==> src/rtl/dbus_pkg.sv <==
// Shared types and constants for the Wishbone data-bus master.
// The watchdog default applies only when DBUS_TIMEOUT_EN is defined.
package dbus_pkg;

  typedef enum logic [1:0] {
    IDLE = 2'd0,
    BUSY = 2'd1,
    DONE = 2'd2
  } dbus_state_e;

  localparam int DBUS_TIMEOUT_DEF = 256;

endpackage

==> src/rtl/dbus_watchdog.sv <==
// Cycle counter for the data-bus master: clear, count enable, expiry.
// Instantiated only in builds with DBUS_TIMEOUT_EN defined.
module dbus_watchdog #(
  parameter int LIMIT = 256
) (
  input  logic clk,
  input  logic rst,
  input  logic clr,
  input  logic en,
  output logic expired
);

  logic [15:0] cnt_q;

  always_ff @(posedge clk or posedge rst) begin
    if (rst) begin
      cnt_q <= '0;
    end else if (clr) begin
      cnt_q <= '0;
    end else if (en) begin
      cnt_q <= cnt_q + 16'd1;
    end
  end

  // Expires on the BUSY cycle whose increment would reach LIMIT.
  assign expired = (cnt_q == 16'(LIMIT - 1));

endmodule

==> src/rtl/dbus_wb_master.sv <==
// Single-beat Wishbone classic master for the CPU data bus.
// Optional hung-cycle watchdog: define DBUS_TIMEOUT_EN.
module dbus_wb_master
  import dbus_pkg::*;
#(
  parameter int TIMEOUT_CYCLES = DBUS_TIMEOUT_DEF
) (
  input  logic        wb_clk_i,
  input  logic        wb_rst_i,
  input  logic        cpu_req_i,
  input  logic        cpu_we_i,
  input  logic [31:0] cpu_addr_i,
  input  logic [3:0]  cpu_sel_i,
  input  logic [31:0] cpu_wdata_i,
  input  logic        cpu_flush_i,
  output logic        cpu_stall_o,
  output logic [31:0] cpu_rdata_o,
  output logic        cpu_done_o,
  output logic        cpu_err_o,
  output logic        wb_cyc_o,
  output logic        wb_stb_o,
  output logic        wb_we_o,
  output logic [31:0] wb_adr_o,
  output logic [3:0]  wb_sel_o,
  output logic [31:0] wb_dat_o,
  input  logic [31:0] wb_dat_i,
  input  logic        wb_ack_i
);

  dbus_state_e state_q, state_d;

  logic        drop_q;
  logic        err_q;
  logic [31:0] rdata_q;
  logic        we_q;
  logic [31:0] adr_q;
  logic [3:0]  sel_q;
  logic [31:0] dat_q;

  logic accept;
  logic ack_hit;
  logic abort;
  logic expired;

  logic is_idle, is_busy, is_done;

  assign is_idle = (state_q == IDLE);
  assign is_busy = (state_q == BUSY);
  assign is_done = (state_q == DONE);

`ifdef DBUS_TIMEOUT_EN
  dbus_watchdog #(
    .LIMIT (TIMEOUT_CYCLES)
  ) u_wd (
    .clk     (wb_clk_i),
    .rst     (wb_rst_i),
    .clr     (accept),
    .en      (is_busy & ~wb_ack_i),
    .expired (expired)
  );
`else
  logic unused_cfg;
  assign unused_cfg = ^16'(TIMEOUT_CYCLES);
  assign expired    = 1'b0;
`endif

  always_ff @(posedge wb_clk_i or posedge wb_rst_i) begin
    if (wb_rst_i) begin
      state_q <= IDLE;
    end else begin
      state_q <= state_d;
    end
  end

  always_comb begin
    state_d = state_q;
    accept  = 1'b0;
    ack_hit = 1'b0;
    abort   = 1'b0;
    unique case (1'b1)
      is_idle: begin
        if (cpu_req_i && !cpu_flush_i) begin
          accept  = 1'b1;
          state_d = BUSY;
        end
      end
      is_busy: begin
        if (wb_ack_i) begin
          ack_hit = 1'b1;
          state_d = DONE;
        end else if (expired) begin
          abort   = 1'b1;
          state_d = DONE;
        end
      end
      is_done: begin
        state_d = IDLE;
      end
      default: begin
        state_d = IDLE;
      end
    endcase
  end

  always_ff @(posedge wb_clk_i or posedge wb_rst_i) begin
    if (wb_rst_i) begin
      drop_q  <= 1'b0;
      err_q   <= 1'b0;
      rdata_q <= '0;
      we_q    <= 1'b0;
      adr_q   <= '0;
      sel_q   <= '0;
      dat_q   <= '0;
    end else begin
      if (accept) begin
        we_q  <= cpu_we_i;
        adr_q <= {cpu_addr_i[31:2], 2'b00};
        sel_q <= cpu_sel_i;
        dat_q <= cpu_wdata_i;
      end
      if (ack_hit) begin
        rdata_q <= we_q ? 32'd0 : wb_dat_i;
        err_q   <= 1'b0;
      end else if (abort) begin
        rdata_q <= '0;
        err_q   <= 1'b1;
      end
      // The bus cycle always finishes; a flush only hides its result.
      if (is_done) begin
        drop_q <= 1'b0;
      end else if (is_busy && cpu_flush_i) begin
        drop_q <= 1'b1;
      end
    end
  end

  logic unused_addr;
  assign unused_addr = ^cpu_addr_i[1:0];

  assign wb_cyc_o    = is_busy;
  assign wb_stb_o    = is_busy;
  assign wb_we_o     = we_q;
  assign wb_adr_o    = adr_q;
  assign wb_sel_o    = sel_q;
  assign wb_dat_o    = dat_q;

  assign cpu_stall_o = (is_idle & cpu_req_i & ~cpu_flush_i) | is_busy;
  assign cpu_done_o  = is_done & ~drop_q;
  assign cpu_rdata_o = rdata_q;
  assign cpu_err_o   = err_q;

endmodule

==> config.mk <==
export PLATFORM = sky130hd
export DESIGN_NAME = dbus_wb_master
export DESIGN_NICKNAME = d
export VERILOG_FILES = /design/src/rtl/dbus_pkg.sv /design/src/rtl/dbus_watchdog.sv /design/src/rtl/dbus_wb_master.sv
export SDC_FILE = /design/constraint.sdc
export NUM_CORES = 1
export LEC_CHECK = 0
export ABC_AREA = 1
export BUFFER_PORTS_ARGS = -buffer_cell sky130_fd_sc_hd__buf_2
export CAP_MARGIN = 10
export CORE_ASPECT_RATIO = 1.2
export CORE_MARGIN = 4
export CORE_UTILIZATION = 35
export CTS_CLUSTER_SIZE = 20
export DETAILED_ROUTE_END_ITERATION = 8
export PLACE_DENSITY = 0.72
export SLEW_MARGIN = 20
export SYNTH_ARGS = -nofsm -noshare
export SYNTH_HDL_FRONTEND = slang
export SYNTH_SLANG_ARGS = --single-unit
==> constraint.sdc <==
create_clock -name wb_clk_i -period 2.9 [get_ports wb_clk_i]
set_input_delay 0.29 -clock wb_clk_i [delete_from_list [all_inputs] [get_ports wb_clk_i]]
set_output_delay 0.29 -clock wb_clk_i [all_outputs]
set_load 0.02 [all_outputs]
==> metrics.md, run 1 <==
| Metric | Value |
|---|---|
| Status | `complete, no violations` |
| Detailed Place HPWL | `7.72 mm` |
| Final setup violation count | `0` |
| Pwr Density | `874 nW/µm²` |
| Grt total ovfl | `0` |
| #FFs+latches synth | `102` |
| DIE AREA | `13700 µm²` |
| HP Class | `in -> async` |
| TritonCTS clock tree | `yes` |
| Tcrit/Tclk final | `0.658` |
| Routed vias | `3747` |
| TritonCTS buffer count | `9` |
| Syn Std Cell Area | `4150 µm²` |
| Slew Viols, Final | `0` |
| Gp weighted congestion | `0.754` |
| Startpoint class of the critical path | `register` |
| Worst-case reg-to-reg path depth | `5` |
| Final clock skew | `0.00560 ns` |
| Total negative slack | `0 ns` |
| Worst R2R End | `cpu_rdata_o[23]$_DFFE_PP0P_` |
| Final wirelength | `11.1 mm` |
| H-tree depth | `3` |
| Initial antenna violation count | `0` |
| CTS sink cnt | `102` |
| Initial core utilization | `0.359` |
| Post-CTS Hold Fix Bufs | `0` |
| Slew margin rel. | `0.381` |
| Synth-to-Final Area Change | `32.6%` |
| Worst-Margin Slew | `0.928 ns` |
| RR Startpoint | `state_q[1]$_DFFE_PP0P_` |
| Syn Inst Count | `452` |
| Unrepaired setup endpoints after global routing | `no` |
| Pin count of the biggest net entering global routing | `103` |
| Post CTS Setup Buffer Count | `0` |
| Clock transition at the registers of the reported paths | `0.07 ns` |
| Core Region | `11600 µm²` |
| GRT Overall Usage | `0.160` |
| FF-to-FF setup slack | `0.99 ns` |
| Drt drc | `0` |
| Final Power | `0.00481 W` |
| Mean Syn Cell Area | `9.19 µm²` |
| Clock Latency Late Sink | `0.34 ns` |
| Vias in the first global route | `3763` |
| Worst-path maximum fanout | `32` |
| I/O Pins | `212` |
| DIE HEIGHT | `127 µm` |
| Syn. warnings | `0` |
| Root buffer cell | `clkbuf_16` |
| Critical path class | `reg -> out` |
| Clk buf depth | `2` |
| Crit path capture type | `output pin` |
| Post-CTS Resized | `0` |
| Post-DRT Antenna Nets | `0` |
| Ant. Diodes | `0` |
| Required time of the critical path | `2.61 ns` |
| Placement row count | `43` |
| Avg Vias per Cell | `4.66` |
| # port buffers | `206` |
| Fillers | `1149` |
| Hold Fails Final Rpt | `0` |
| WP data arrival | `1.62 ns` |
| Max Cap Violations | `0` |
| Pre-antenna DRT Iters | `7` |
| Cell leakage power | `3.17 nW` |
| First DRT Iteration DRCs | `269` |
| Period minus WS final | `1.91 ns` |
| Worst vdd ir | `0.330 mV` |
| Final net count | `748` |
| Share of layout cells above drive strength 1 | `0.372` |
| Post-synth cell types | `16` |
| Wire per inst | `13.8 µm` |
| First-pass GRT wire length | `17.8 mm` |
| Register area share after synthesis | `0.614` |
| Die X-Extent | `107 µm` |
| Fmax | `524 MHz` |
## state kept, by name (all words and copies together), names as in the netlist
register and cells:
wb_sel_o 4, cpu_rdata_o 32, wb_we_o 1, wb_adr_o 30, drop_q 1, wb_dat_o 32, state_q 2
## logic make-up after synthesis
logic type	after synthesis	share of synthesized area
other cells	1	0.000903
compound gates	34	0.0482
simple gates	274	0.271
buf+inv	41	0.0651
flops	102	0.614
## layout by cell type (no fill, tap or decap)
| master | netlist | final |
|---|---|---|
| clkinvlp_4 | 0 | 2 |
| nand3_1 | 68 | 67 |
| clkbuf_8 | 0 | 3 |
| o21ai_0 | 10 | 10 |
| buf_2 | 9 | 206 |
| nand3_2 | 0 | 1 |
| dfrtp_1 | 102 | 102 |
| clkbuf_16 | 0 | 9 |
| clkinv_2 | 0 | 1 |
| nand2_1 | 202 | 202 |
| nor3_1 | 1 | 1 |
| nor2_4 | 1 | 2 |
| clkinv_4 | 0 | 2 |
| inv_1 | 6 | 5 |
| o21ai_1 | 16 | 16 |
| o21ai_2 | 8 | 8 |
| buf_12 | 0 | 1 |
| buf_4 | 8 | 5 |
| conb_1 | 1 | 3 |
| nand2_2 | 1 | 1 |
## cells in the mapped netlist
cell        n  area, µm²
buf_2       9       45.0
buf_4       8       60.1
buf_6      10        113
clkbuf_1    8       30.0
conb_1      1       3.75
dfrtp_1   102       2550
inv_1       6       22.5
nand2_1   202        758
nand2_2     1       6.26
nand3_1    68        340
nor2_2      1       6.26
nor2_4      1       11.3
nor3_1      1       5.00
o21ai_0    10       50.1
o21ai_1    16       80.1
o21ai_2     8       70.1
## per-stage QoR
| step | cell area [µm²] | worst slack [ns] | std cells | utilization | hold WS (ns) |
|---|---|---|---|---|---|
| 3_3_place_gp | 5210 | 1.07 | 788 | 0.451 | 0.451 |
| 4_1_cts | 5510 | 0.948 | 804 | 0.476 | 0.126 |
| 5_1_grt | 5510 | 0.813 | 804 | 0.476 | 0.159 |
| 3_5_place_dp | 5210 | 0.997 | 788 | 0.451 | 0.453 |
| 6_report | 5510 | 0.993 | 804 | 0.476 | 0.0609 |
| 2_1_floorplan | 4170 | 1.39 | 454 | - | 0.398 |
## power breakdown
| part | total (W) | switching, W | internal (W) |
|---|---|---|---|
| Combinational | 0.00162 | 0.00110 | 0.000524 |
| Sequential | 0.00203 | 0.000213 | 0.00182 |
| Clock | 0.00116 | 0.000509 | 0.000654 |
| Total | 0.00481 | 0.00182 | 0.00300 |
## final cells by class
| class | instances | area (µm²) | share of cell area |
|---|---|---|---|
| Clock buffer | 12 | 267 | 0.0484 |
| Clock inverter | 4 | 30.0 | 0.00545 |
| Tap cell | 157 | 196 | 0.0357 |
| Timing Repair Buffer | 212 | 1090 | 0.198 |
| Inverter | 6 | 26.3 | 0.00477 |
| Sequential cell | 102 | 2550 | 0.463 |
| Multi-Input combinational cell | 311 | 1350 | 0.245 |
## routing by layer
layer / global-route usage / wire length, µm / vias to the layer above / part of all wire
met5: 0 / 0 / - / 0
met4: 0.0468 / 126 / 0 / 0.011
met3: 0.0460 / 1070 / 11 / 0.096
met2: 0.276 / 5520 / 171 / 0.50
met1: 0.196 / 4360 / 1753 / 0.39
li1: - / - / 1812 / -
## worst max-delay path: stages, from the launching register on
cell	delay [ns]
dfrtp_1	0.45
nor2_4	0.13
nand2_2	0.36
nand2_1	0.16
buf_2	0.18
## how the worst max path moves through the flow
stage,from,end,slack (ns),cells after the start
global placement,state_q[1]$_DFFE_PP0P_,cpu_rdata_o[26]$_DFFE_PP0P_,1.07,5
CTS,state_q[0]$_DFFE_PP0P_,cpu_stall_o,0.95,4
global route,state_q[1]$_DFFE_PP0P_,cpu_rdata_o[23]$_DFFE_PP0P_,0.81,5
floorplan,wb_rst_i,cpu_rdata_o[0]$_DFFE_PP0P_,1.39,1
detailed placement,state_q[1]$_DFFE_PP0P_,cpu_rdata_o[23]$_DFFE_PP0P_,1.0,5
finish,state_q[0]$_DFFE_PP0P_,cpu_stall_o,0.99,4
Power figures use the tool's default switching activity.
==> inputs of run 2 (changes only) <==
--- a/config.mk
+++ b/config.mk
@@ -5,7 +5,7 @@
 export SDC_FILE = /design/constraint.sdc
 export NUM_CORES = 1
 export LEC_CHECK = 0
-export ABC_AREA = 1
+export ABC_AREA = 0
 export BUFFER_PORTS_ARGS = -buffer_cell sky130_fd_sc_hd__buf_2
 export CAP_MARGIN = 10
 export CORE_ASPECT_RATIO = 1.2
==> constraint.sdc (replaced) <==
create_clock -name wb_clk_i -period 1.6 [get_ports wb_clk_i]
set_input_delay 0.16 -clock wb_clk_i [delete_from_list [all_inputs] [get_ports wb_clk_i]]
set_output_delay 0.16 -clock wb_clk_i [all_outputs]
set_load 0.02 [all_outputs]
==> metrics.md, run 2 <==
| Metric | Value |
|---|---|
| Final setup violation count | `0 (unchanged)` |
| Compound-cell area share of the yosys netlist | `0.00489 (was 0.0482)` |
| Critical path class | `reg -> reg (was reg -> out)` |
| Placement row count | `43 (unchanged)` |
| H-tree depth | `3 (unchanged)` |
| Final net count | `588 (was 748)` |
| Hold Fails Final Rpt | `0 (unchanged)` |
| Register area share after synthesis | `0.624 (was 0.614)` |
| Synth area leaders | `dfrtp_1, mux2_2, mux2_1 (was dfrtp_1, nand2_1, nand3_1)` |
| Pwr Density | `1600 nW/µm² (was 874 nW/µm²)` |
| Top cells by count, synth | `dfrtp_1, mux2_2, nor2b_1 (was nand2_1, dfrtp_1, nand3_1)` |
| Root buffer cell | `clkbuf_16 (unchanged)` |
| Clock Latency Late Sink | `0.34 ns (about the same)` |
| Post-synth top area cell | `dfrtp_1 (unchanged)` |
| Syn Std Cell Area | `4090 µm² (was 4150 µm²)` |
| Syn Inst Count | `266 (was 452)` |
| First DRT Iteration DRCs | `80 (was 269)` |
| Initial core utilization | `0.355 (was 0.359)` |
| Ant. Diodes | `0 (unchanged)` |
| Pin count of the biggest net entering global routing | `58 (was 103)` |
| DIE HEIGHT | `126 µm (was 127 µm)` |
| Largest family of logic cells by synthesized area | `multiplexers (was simple AND/OR/NAND/NOR gates)` |
| Final wirelength | `9.48 mm (was 11.1 mm)` |
| Synth-to-Final Area Change | `38.6% (was 32.6%)` |
| Cell leakage power | `2.83 nW (was 3.17 nW)` |
| Post-DRT Antenna Nets | `0 (unchanged)` |
| Required time of the critical path | `1.82 ns (was 2.61 ns)` |
| CTS sink cnt | `102 (unchanged)` |
| Post-Synth XOR/XNOR Area | `0 (unchanged)` |
| DP Cell Count | `624 (was 788)` |
| Gp weighted congestion | `0.719 (was 0.754)` |
| Count leader, synth | `dfrtp_1 (was nand2_1)` |
| Fmax | `637 MHz` |
| Final clock skew | `0.00707 ns (was 0.00560 ns)` |
| DIE AREA | `13500 µm² (was 13700 µm²)` |
| #FFs+latches synth | `102 (unchanged)` |
| HP Class | `in -> reg (was in -> async)` |
| Logic gate share of total power | `0.353 (was 0.337)` |
| Die X-Extent | `107 µm (about the same)` |
| Number of flops mapped to enable cells by yosys | `0 (unchanged)` |
| Detailed Place HPWL | `7.15 mm (was 7.72 mm)` |
| TritonCTS buffer count | `9 (unchanged)` |
| Share of layout cells above drive strength 1 | `0.634 (was 0.372)` |
| Clock power share | `0.232 (was 0.241)` |
| Initial antenna violation count | `0 (unchanged)` |
| Switch share | `0.355 (was 0.378)` |
| First-pass GRT wire length | `14.9 mm (was 17.8 mm)` |
| GRT Overall Usage | `0.139 (was 0.160)` |
| Cell Area, Placed | `5330 µm² (was 5210 µm²)` |
| Worst vdd ir | `0.686 mV (was 0.330 mV)` |
| Grt total ovfl | `0 (unchanged)` |
| Final instance area | `5670 µm² (was 5510 µm²)` |
| Primary FF master, synth | `dfrtp_1 (unchanged)` |
| Most common cell after layout, fill and taps aside | `buf_2 (unchanged)` |
| Simple-Gate Fraction of Synth Area | `0.0657 (was 0.271)` |
| Avg Vias per Cell | `4.48 (was 4.66)` |
| Sequential share of power | `0.415 (was 0.422)` |
| Adder-cell area share of the yosys netlist | `0 (unchanged)` |
| Wire per inst | `14.7 µm (was 13.8 µm)` |
| Net Sw Power | `0.00322 W (was 0.00182 W)` |
| FF-to-FF setup slack | `0.03 ns (was 0.99 ns)` |
| Core Region | `11500 µm² (was 11600 µm²)` |
| Routed vias | `2882 (was 3747)` |
| Most frequent cells in the layout | `buf_2, dfrtp_1, mux2_2, nor2b_1, mux2_1 (was buf_2, nand2_1, dfrtp_1, nand3_1, o21ai_1)` |
| Clk buf depth | `2 (unchanged)` |
| Tcrit/Tclk final | `0.982` |
| Pre-antenna DRT Iters | `3 (was 7)` |
| Mean Syn Cell Area | `15.4 µm² (was 9.19 µm²)` |
| Startpoint class of the critical path | `register (unchanged)` |
| WP buf/inv | `2 (was 1)` |
| Slowest stage cell, crit path | `dfrtp_1 (unchanged)` |
| Crit path capture type | `register (was output pin)` |
| Status | `complete, no violations (unchanged)` |
| Max Cap Violations | `0 (unchanged)` |
| TritonCTS clock tree | `yes (unchanged)` |
| Period minus WS final | `1.57 ns` |
| Int Pwr | `0.00584 W (was 0.00300 W)` |
| I/O Pins | `212 (unchanged)` |
| Layout Utilization | `0.493 (was 0.476)` |
| Unrepaired setup endpoints after global routing | `yes (was no)` |
| Crit-path max cell delay | `0.41 ns (was 0.45 ns)` |
| Post-synth cell types | `19 (was 16)` |
| Crit-path cells | `nor4b_4, buf_4, clkbuf_16, mux2_2 (was nor2_4, nand2_2, nand2_1, buf_2)` |
| Drt drc | `0 (unchanged)` |
| Worst-path maximum fanout | `22 (was 32)` |
| Clock transition at the registers of the reported paths | `0.07 ns (about the same)` |
| Ys async rst share | `1.00 (unchanged)` |
| Finished Layout Cells | `644 (was 804)` |
| Synth top area share | `0.624 (was 0.614)` |
| CP delay by family, top | `flip-flops (was simple AND/OR/NAND/NOR gates)` |
| WP data arrival | `1.79 ns (was 1.62 ns)` |
| # port buffers | `206 (unchanged)` |
| Vias in the first global route | `3003 (was 3763)` |
| Syn. warnings | `0 (unchanged)` |
| Multiplexer share of the synthesized area | `0.272 (was 0)` |
| Slew Viols, Final | `0 (unchanged)` |
==> run 2: cell count changes after synthesis, moves of 4 or more <==
cell	before	now
nand2_1	202	1
mux2_2	0	69
nand3_1	68	0
nor2b_1	0	32
mux2_1	0	30
o21ai_1	16	0
o21ai_0	10	1
o21ai_2	8	0
buf_6	10	3
buf_2	9	4
clkbuf_1	8	3
inv_1	6	2
==> run 2: cell families after synthesis <==
logic type,count (synthesis)
flip-flops,102
multiplexers,99
AND/OR/NAND/NOR,40
buffers and inverters,20
AO/OA/AOI/OAI,4
other,1
==> run 2: what timing repair did <==
| action | 4_1_cts | 5_1_grt |
|---|---|---|
| gates cloned | 0 | 1 |
| pin swaps | 1 | 1 |
| setup endpoints to repair | 23 | 57 |
| buffers inserted | 0 | 2 |
| hold endpoints to repair | 102 | 0 |
| hold buffers | 1 | 0 |
| resized for setup | 1 | 4 |
==> run 2: stage by stage <==
stage / TNS, ns / power, W / hold slack (ns) / worst slack [ns]
global placement: 0 / 0.00692 / 0.272 / 0.00185
finish: 0 / 0.00905 / 0.0305 / 0.0292
detailed placement: -0.902 / 0.00703 / 0.275 / -0.0500
global route: -0.816 / 0.00960 / 0.0180 / -0.0305
floorplan: 0 / 0.00579 / 0.295 / 0.0554
CTS: 0 / 0.00919 / 0.0174 / 0.00775
==> run 2: worst paths after layout <==
| kind | from | endpoint | depth (start not counted) |
|---|---|---|---|
| min in group asynchronous | wb_rst_i | wb_sel_o[2]$_DFFE_PP0P_ | 4 |
| setup reg to reg | state_q[0]$_DFFE_PP0P_ | wb_adr_o[17]$_DFFE_PP0P_ | 4 |
| hold reg to reg | wb_dat_o[6]$_DFFE_PP0P_ | wb_dat_o[6]$_DFFE_PP0P_ | 1 |
| hold / removal | cpu_addr_i[28] | wb_adr_o[28]$_DFFE_PP0P_ | 2 |
| max in group asynchronous | wb_rst_i | wb_dat_o[10]$_DFFE_PP0P_ | 4 |
| setup / recovery | state_q[0]$_DFFE_PP0P_ | wb_adr_o[17]$_DFFE_PP0P_ | 4 |
==> run 2: layout make-up <==
cell class	count	area (µm²)
clock buffers	10	239
inverters	2	11.3
flip-flops and latches	102	2550
repair buffers	221	1200
well taps	157	196
multi-input cells	146	1420
fillers	1059	5840
clock inverters	6	51.3
==> run 2: layer usage <==
metal / GRT usage / vias up / part of all wire
met1: 0.160 / 1420 / 0.36
met2: 0.242 / 108 / 0.54
met5: 0 / - / 0
met3: 0.0361 / 22 / 0.069
met4: 0.0625 / 0 / 0.026
li1: - / 1332 / -
==> run 2: power groups by stage <==
stage | Combinational [W] | Sequential [W] | Clock (W)
after floorplan | 0.000978 | 0.00481 | 0
after global placement | 0.00316 | 0.00376 | 0
after detailed placement | 0.00322 | 0.00382 | 0
after CTS | 0.00323 | 0.00377 | 0.00219
after global routing | 0.00341 | 0.00388 | 0.00231
final | 0.00319 | 0.00376 | 0.00210
